## src/rtl/uart_pkg.sv

```systemverilog
// Shared UART definitions: default frame width, byte type and a constant clog2
// used to size pointers in the receive/transmit buffers.
package uart_pkg;

   localparam int UART_DBITS = 8;

   typedef logic [UART_DBITS-1:0] uart_byte_t;

   function automatic int clog2(input int value);
      int result;
      result = 32'sd0;
      for (int v = value - 32'sd1; v > 32'sd0; v = v >>> 32'sd1) begin
         result = result + 32'sd1;
      end
      return result;
   endfunction

endpackage

```

## src/rtl/sync_fifo_core.sv

```systemverilog
// Generic synchronous first-word-fall-through FIFO: storage, extended pointers,
// full/empty and fill level. The caller must not assert wr_en on a full FIFO unless rd_en is also set.
module sync_fifo_core
   import uart_pkg::*;
#(
   parameter int WIDTH = 8,
   parameter int DEPTH = 16
) (
   input  logic                      clk,
   input  logic                      rst_n,
   input  logic                      clr,
   input  logic                      wr_en,
   input  logic [WIDTH-1:0]          wr_data,
   input  logic                      rd_en,
   output logic [WIDTH-1:0]          rd_data,
   output logic                      full,
   output logic                      empty,
   output logic [clog2(DEPTH):0]     level
);

   localparam int AW = clog2(DEPTH);
   localparam logic [AW:0] PTR_ONE = {{AW{1'b0}}, 1'b1};

   logic [WIDTH-1:0] mem_r [DEPTH];
   logic [AW:0]      wr_ptr_r;
   logic [AW:0]      rd_ptr_r;

   // Pointer registers; the extra MSB distinguishes full from empty.
   always_ff @(posedge clk or negedge rst_n) begin
      if (!rst_n) begin
         wr_ptr_r <= '0;
         rd_ptr_r <= '0;
      end else if (clr) begin
         wr_ptr_r <= '0;
         rd_ptr_r <= '0;
      end else begin
         if (wr_en) begin
            wr_ptr_r <= wr_ptr_r + PTR_ONE;
         end else begin
            wr_ptr_r <= wr_ptr_r;
         end
         if (rd_en) begin
            rd_ptr_r <= rd_ptr_r + PTR_ONE;
         end else begin
            rd_ptr_r <= rd_ptr_r;
         end
      end
   end

   // Storage array; contents are intentionally left unreset.
   always_ff @(posedge clk) begin
      if (wr_en && !clr) begin
         mem_r[wr_ptr_r[AW-1:0]] <= wr_data;
      end
   end

   assign rd_data = mem_r[rd_ptr_r[AW-1:0]];
   assign empty   = (wr_ptr_r == rd_ptr_r);
   assign full    = (wr_ptr_r[AW] != rd_ptr_r[AW]) &&
                    (wr_ptr_r[AW-1:0] == rd_ptr_r[AW-1:0]);
   assign level   = wr_ptr_r - rd_ptr_r;

endmodule

```

## src/rtl/uart_rx_fifo.sv

```systemverilog
// Receive-side byte buffer: turns each rising edge of rx_done into a FIFO push,
// drops and flags bytes that arrive while full, and exposes a valid/ready read port.
module uart_rx_fifo
   import uart_pkg::*;
#(
   parameter int DBITS    = UART_DBITS,
   parameter int DEPTH    = 16,
   parameter int AF_LEVEL = 12
) (
   input  logic                   clk,
   input  logic                   rst_n,
   input  logic                   clr,
   input  logic                   rx_done,
   input  logic [DBITS-1:0]       rx_dout,
   output logic [DBITS-1:0]       rd_data,
   output logic                   rd_valid,
   input  logic                   rd_ready,
   output logic [clog2(DEPTH):0]  level,
   output logic                   almost_full,
   output logic                   overrun,
   input  logic                   overrun_clr
);

   localparam int          AW        = clog2(DEPTH);
   localparam logic [AW:0] AF_THRESH = (AW + 1)'(AF_LEVEL);

   logic rx_done_q_r;
   logic overrun_r;
   logic push_s;
   logic pop_s;
   logic wr_en_s;
   logic rd_en_s;
   logic drop_s;
   logic full_s;
   logic empty_s;

   sync_fifo_core #(
      .WIDTH (DBITS),
      .DEPTH (DEPTH)
   ) u_core (
      .clk     (clk),
      .rst_n   (rst_n),
      .clr     (clr),
      .wr_en   (wr_en_s),
      .wr_data (rx_dout),
      .rd_en   (rd_en_s),
      .rd_data (rd_data),
      .full    (full_s),
      .empty   (empty_s),
      .level   (level)
   );

   // Edge detect, drop-on-full policy and flush gating.
   always_comb begin
      push_s  = rx_done & ~rx_done_q_r;
      pop_s   = ~empty_s & rd_ready;
      wr_en_s = 1'b0;
      rd_en_s = 1'b0;
      drop_s  = 1'b0;
      if (clr) begin
         wr_en_s = 1'b0;
         rd_en_s = 1'b0;
         drop_s  = 1'b0;
      end else begin
         rd_en_s = pop_s;
         wr_en_s = push_s & (~full_s | pop_s);
         drop_s  = push_s & full_s & ~pop_s;
      end
   end

   // Previous rx_done; starts high so a level held through reset is not a new frame.
   always_ff @(posedge clk or negedge rst_n) begin
      if (!rst_n) begin
         rx_done_q_r <= 1'b1;
      end else begin
         rx_done_q_r <= rx_done;
      end
   end

   // Sticky overrun: a drop in the same cycle beats a software clear.
   always_ff @(posedge clk or negedge rst_n) begin
      if (!rst_n) begin
         overrun_r <= 1'b0;
      end else if (clr) begin
         overrun_r <= 1'b0;
      end else if (drop_s) begin
         overrun_r <= 1'b1;
      end else if (overrun_clr) begin
         overrun_r <= 1'b0;
      end else begin
         overrun_r <= overrun_r;
      end
   end

   assign overrun     = overrun_r;
   assign rd_valid    = ~empty_s;
   assign almost_full = (level >= AF_THRESH);

endmodule

```

## config.mk

```make
export PLATFORM = sky130hd
export DESIGN_NAME = uart_rx_fifo
export DESIGN_NICKNAME = d
export VERILOG_FILES = /design/src/rtl/uart_pkg.sv /design/src/rtl/sync_fifo_core.sv /design/src/rtl/uart_rx_fifo.sv
export SDC_FILE = /design/constraint.sdc
export NUM_CORES = 1
export LEC_CHECK = 0
export CAP_MARGIN = 20
export CORE_MARGIN = 1
export CORE_UTILIZATION = 64
export CTS_CLUSTER_SIZE = 30
export DETAILED_ROUTE_END_ITERATION = 8
export HOLD_SLACK_MARGIN = 0.05
export PLACE_DENSITY = 0.84
export SLEW_MARGIN = 20
export SYNTH_ARGS = -nofsm -noshare
export SYNTH_HDL_FRONTEND = slang
export SYNTH_HIERARCHICAL = 1
export SYNTH_SLANG_ARGS = --single-unit
```

## constraint.sdc

```tcl
create_clock -name clk -period 8.6 [get_ports clk]
set_clock_uncertainty 0.1 [all_clocks]
set_input_delay 0.86 -clock clk [delete_from_list [all_inputs] [get_ports clk]]
set_output_delay 0.86 -clock clk [all_outputs]
set_load 0.01 [all_outputs]
```

==> results.yml, run 1 <==
timing:
  hold_viol: 0
  relSlewSlack_pct: 32.18
  post-route-period-util_pct: 49.35
  grt_setup_unrepaired: "no"
  finalMaxSlewViolations: 0
  timing.hold.ws_ns: 0.4237
  worst_slew_pin_slew_ns: 1.017
  fin_setup_tns_ns: 0
  min_period_ns: 4.244
  fmax_mhz: 235.6
  setup_viol: 0
routing:
  wirelength_um: 11410
  vias_per_cell: 6.469
  drt-initial-drc-count: 359
  drc: 4
  ant_nets: 0
  dr.pass1.iters: 9
  vias: 3047
  routedWlPerCell_um: 24.22
cts:
  cts_max_path_buffers: 2
  root_buffer: "clkbuf_8"
  clkSlewWorstSetupHoldPaths_ns: 0.06
  postCtsSetupRepairBufs: 0
  cts_tree: "built"
  htreeDepth: 4
  cts_sinks: 140
  cts-resized-gates: 0
  worstSkewPairLatency_ns: 0.53
  numCtsBuffers: 17
  postCtsHoldBufs: 0
logic_synthesis:
  synth.most_common_cell: "edfxtp_1"
  ys_top_cells_by_count: "edfxtp_1 (128), mux2i_1 (26), mux4_2 (22)"
  postSynth.asyncResetShare_pct: 8.571
  synth_edf_count: 128
  synth.distinct_cells: 35
  ys.flop_type: "edfxtp_1"
  netlist_instances: 317
  yosysSeqAreaShare_pct: 70.43
  netlist.area_leader.share_pct: 65.31
  syn_area_per_cell_um2: 18.57
  synth_top_area_cell: "edfxtp_1"
  synth.area.top_cells: "edfxtp_1 (65%), mux4_2 (8.4%), dfrtp_1 (4.7%)"
  syn-num-nets: 341
  syn_area_um2: 5886
  ys_warn_count: 6
  ys_seq_elements: 140
layout:
  fill_cells: 474
  postLayoutCellArea_um2: 6788
  finish.utilization_pct: 77.08
  multi_input_area_um2: 1580
  nets: 374
  drive_above_1_share_pct: 19.83
  ff_latch_area_um2: 4146
  syn_to_final_growth_pct: 15.33
  diodes: 0
grt:
  grt_pass1_vias: 3017
  grt_max_degree: 44
  grt_pass1_wl_um: 17710
  track_usage_pct: 26.54
  antenna_found_initial: 0
  grt_overflow: 0
setup_path:
  crit_path_start_kind: "flip-flop"
  cp.arrival_ns: 3.28
  crit_fanout: 21
  worstSetupPathType: "flip-flop to primary output"
  crit_required_ns: 7.64
  end_kind: "primary output"
floorplan:
  core_area_um2: 8806
  die_x_um: 97.90
  fp.dieH_um: 97.90
  io_pins: 30
  num_rows: 34
  initial_core_util_pct: 66.84
  die-area_um2: 9583
pwr:
  finalPower_w: 0.001516
  p_int_w: 0.001210
  peakVddDrop_v: 0.0001667
  p_leak_nw: 2.204
  combPwrFrac_pct: 3.7
  power.switching_w: 0.0003065
  swShare_pct: 20.21
  powerDensity_nw_per_um2: 223.4
  seqPwrFrac_pct: 49.2
  power.share.clock_pct: 47.1
placement:
  dp_hpwl_um: 6831
  io_buffers: 29
  gp_congestion: 0.7855
  place_area_um2: 6186
outcome:
  status: "complete, but fails checks"
  violations: "design-rule violations"
worst_hold_path:
  hp-class: "flip-flop to flip-flop"
job:
  cap_violations: 0
-- through the flow --
| stage | instances | setup slack, ns |
|---|---|---|
| floorplan | 317 | 5.403 |
| global placement | 439 | 4.603 |
| detailed placement | 439 | 4.513 |
| CTS | 471 | 4.344 |
| global route | 471 | 4.243 |
| finish | 471 | 4.356 |
-- area by class of cell --
cell class	instances	share of cell area, %
clock inverters	15	2.544
clock buffers	17	6.101
repair buffers	31	4.498
multi-input cells	151	23.28
well taps	108	1.991
inverters	9	0.4977
flip-flops and latches	140	61.09
-- per-layer routing --
metal | wire length, um | track usage (%) | vias to the layer above
met5 | 0 | 0 | -
met4 | 264 | 12.59 | 0
met3 | 1018 | 6.586 | 34
met2 | 5422 | 38.57 | 180
met1 | 4704 | 38.45 | 1510
li1 | - | - | 1323
-- final timing paths --
path	slack [ns]	from	depth (start not counted)	endpoint
max	4.36	u_core/rd_ptr_r[1]$_DFFE_PN0P_	7	almost_full
min	0.42	overrun$_DFFE_PN0P_	1	overrun$_DFFE_PN0P_
max reg2reg	4.72	u_core/rd_ptr_r[1]$_DFFE_PN0P_	9	u_core/mem_r[4][2]$_DFFE_PP_
min reg2reg	0.42	overrun$_DFFE_PN0P_	1	overrun$_DFFE_PN0P_
max in group asynchronous	7.47	rst_n	1	u_core/rd_ptr_r[0]$_DFFE_PN0P_
min in group asynchronous	0.57	rst_n	1	u_core/rd_ptr_r[4]$_DFFE_PN0P_
-- worst max-delay path, cell delays in order, from the launching register on --
cell,delay (ns)
dfrtp_1,1.02
inv_2,0.11
fa_1,0.47
a21o_1,0.18
a21oi_1,0.17
xnor2_1,0.17
a21o_1,0.12
clkdlybuf4s50_1,0.53
-- registers in the layout, indices dropped and copies added, names as in the netlist --
register         count
u_core/mem_r       128
u_core/rd_ptr_r      5
u_core/wr_ptr_r      5
overrun              1
rx_done_q_r          1
-- placed cells by master, fill, tap and decap left out, drive strengths merged, types with 2 or more instances in the layout --
master         synthesis  final
clkbuf                 4     17
xnor2                  7      7
bufinv                 0      3
a21oi                  2      2
nand2b                 2      2
o21ai                 16     16
clkinvlp               0      4
nor2                  16     16
nand2                  3      3
buf                   13      2
mux4                  24     24
mux2i                 26     26
and2                  13     13
clkinv                 0      7
ha                     9      9
a21o                   3      3
a221oi                 8      8
nor3                   2      2
edfxtp               128    128
xor2                   5      5
nand4                  4      4
dfrtp                 11     11
clkdlybuf4s50          0     29
nor3b                  5      5
inv                    9     10
-- kinds of logic (layout without fill, tap and decap cells) --
logic type	after synthesis	after routing	share of synthesized area (%)
simple gates	48	48	4.571
fa+ha+maj	10	10	2.253
mux	50	50	13.73
xor+xnor	12	12	1.786
flops	140	140	70.43
buf+inv	26	72	2.976
compound gates	31	31	4.252
-- power by group through the flow --
stage | combinational [W] | sequential (W) | clock (W)
global placement | 0.0000546 | 0.000760 | 0
global route | 0.0000605 | 0.000746 | 0.000752
floorplan | 0.0000295 | 0.000760 | 0
CTS | 0.0000565 | 0.000746 | 0.000722
finish | 0.0000565 | 0.000746 | 0.000714
detailed placement | 0.0000561 | 0.000760 | 0
No activity file was read; power rests on OpenSTA's default activity.
==> run 2: changes to the inputs <==
Settings changed: CORE_UTILIZATION 64 to 59, PLACE_DENSITY 0.84 to 0.78.
Clock period 8.6 ns to 4.3 ns, I/O delays scaled along.
==> run 2 against run 1 <==
  * The flow now finishes without violations
  * Sequential power up 100%
  * Total power is 93% higher
  * Clock-buffer cell count unchanged
  * Non-clock buffer count rose by 4
  * Utilization fell by 7.3 points
  * Hold slack lost 0.26 ns
  * Largest cell class unchanged
==> results.yml, run 2 (synthesis gave the netlist of run 1 again) <==
cts:
  cts-resized-gates: 0
  cts_sinks: 140
  worstSkewPairLatency_ns: 0.52
  numCtsBuffers: 17
  htreeDepth: 4
  cts_tree: "built"
  postCtsSetupRepairBufs: 0
  root_buffer: "clkbuf_8"
  postCtsHoldBufs: 0
  cts_max_path_buffers: 2
  clkSlewWorstSetupHoldPaths_ns: 0.06
floorplan:
  core_area_um2: 9729
  num_rows: 36
  fp.dieH_um: 101.9
  initial_core_util_pct: 60.49
  die-area_um2: 10380
  die_x_um: 101.9
  io_pins: 30
routing:
  dr.pass1.iters: 4
  drt-initial-drc-count: 196
  routedWlPerCell_um: 22.98
  wirelength_um: 11490
  drc: 0
  ant_nets: 0
  vias: 3018
  vias_per_cell: 6.036
placement:
  dp_hpwl_um: 7280
  pre_cts_ws_ns: 0.7951
  gp_congestion: 0.8230
  dpl.cell_count: 468
  io_buffers: 29
timing:
  finalMaxSlewViolations: 0
  fin_setup_tns_ns: 0
  worst_slew_pin_slew_ns: 0.8841
  grt_setup_unrepaired: "no"
  min_period_ns: 3.591
  worst_slack_ns: 0.7089
  setup_viol: 0
  hold_viol: 0
  post-route-period-util_pct: 83.51
  relSlewSlack_pct: 40.94
  fmax_mhz: 278.5
pwr:
  powerDensity_nw_per_um2: 430.6
  finalPower_w: 0.002924
  p_leak_nw: 2.208
  peakVddDrop_v: 0.0002959
layout:
  layout_commonest_cell: "edfxtp_1"
  syn_to_final_growth_pct: 15.35
  layout_common_cells: "edfxtp_1 (128), clkdlybuf4s50_1 (29), mux2i_1 (26)"
  largest_reg_flops: 128
  drive_above_1_share_pct: 20.44
  fill_cells: 620
  diodes: 0
  nets: 378
  fin_cells: 500
setup_path:
  crit_required_ns: 4.38
  end_kind: "flip-flop"
  slowest_stage: "dfrtp_1"
  crit_family: "simple AND/OR/NAND/NOR gates"
  worstSetupPathType: "flip-flop to flip-flop"
  worst-path-buf-inv: 1
  cp.arrival_ns: 3.67
  max_stage_delay_ns: 0.65
  crit_path_start_kind: "flip-flop"
  crit_fanout: 10
  cp_cell_sequence: "inv_2 -> ha_1 -> nand4_1 -> nor2_1 -> nand2b_4 -> a21boi_1 -> nand2b_1 -> nor3b_1 -> and2_1"
grt:
  grt_pass1_vias: 2875
  track_usage_pct: 24.43
  antenna_found_initial: 0
  grt_pass1_wl_um: 17090
  grt_overflow: 0
  grt_max_degree: 44
worst_hold_path:
  hp-class: "input pin to async pin"
job:
  cap_violations: 0
outcome:
  status: "completed"
==> run 2: cell count changes in the layout (fill, tap and decap cells not counted), sizes merged <==
cell / change
clkinv: -5
buf: +4
clkinvlp: -1
inv: +9
bufinv: -3
==> run 2: layer usage <==
| layer | share of wire, % | track usage [%] | vias up |
|---|---|---|---|
| li1 | - | - | 1322 |
| met1 | 42 | 34.65 | 1540 |
| met2 | 50 | 37.37 | 138 |
| met3 | 6.6 | 5.472 | 18 |
| met4 | 1.5 | 10.11 | 0 |
| met5 | 0 | 0 | - |
==> run 2: layout make-up <==
cell class	count	area, um2	area share [%]
flip-flops and latches	140	4146	61.08
multi-input cells	151	1565	23.06
clock buffers	17	414.1	6.100
repair buffers	35	335.3	4.939
well taps	133	166.4	2.451
clock inverters	15	127.6	1.880
inverters	9	33.78	0.4976
==> run 2: worst paths after layout <==
path | startpoint | to | slack [ns] | cells past startpoint
worst max-delay path | u_core/rd_ptr_r[3]$_DFFE_PN0P_ | u_core/mem_r[10][1]$_DFFE_PP_ | 0.71 | 9
worst min-delay path | rst_n | u_core/rd_ptr_r[1]$_DFFE_PN0P_ | 0.17 | 1
worst max register to register | u_core/rd_ptr_r[3]$_DFFE_PN0P_ | u_core/mem_r[10][1]$_DFFE_PP_ | 0.71 | 9
worst min register to register | overrun$_DFFE_PN0P_ | overrun$_DFFE_PN0P_ | 0.42 | 1
max in group asynchronous | rst_n | u_core/rd_ptr_r[0]$_DFFE_PN0P_ | 3.54 | 1
min in group clk | rx_done | rx_done_q_r$_DFF_PN1_ | 0.26 | 1
==> run 2: power by group <==
group | switching [W] | leakage, nW | internal (W)
logic | 0.0000638 | 0.633 | 0.0000502
clock network | 0.000588 | 0.262 | 0.000729
registers | 0.00000212 | 1.31 | 0.00149
==> run 2: worst register-to-register path, stage by stage, from the launching register on <==
cell and delay [ns]:
dfrtp_1 0.65, inv_2 0.23, ha_1 0.38, nand4_1 0.13, nor2_1 0.06, nand2b_4 0.14
a21boi_1 0.47, nand2b_1 0.27, nor3b_1 0.41, and2_1 0.41
==> run 2: per-stage QoR <==
stage	area, um2	util [%]	hold WS (ns)
5_1_grt	6789	69.78	0.2102
4_1_cts	6789	69.78	0.1681
2_1_floorplan	5886	-	0.03441
6_report	6789	69.78	0.1685
3_5_place_dp	6247	64.21	0.4198
3_3_place_gp	6247	64.21	0.3916
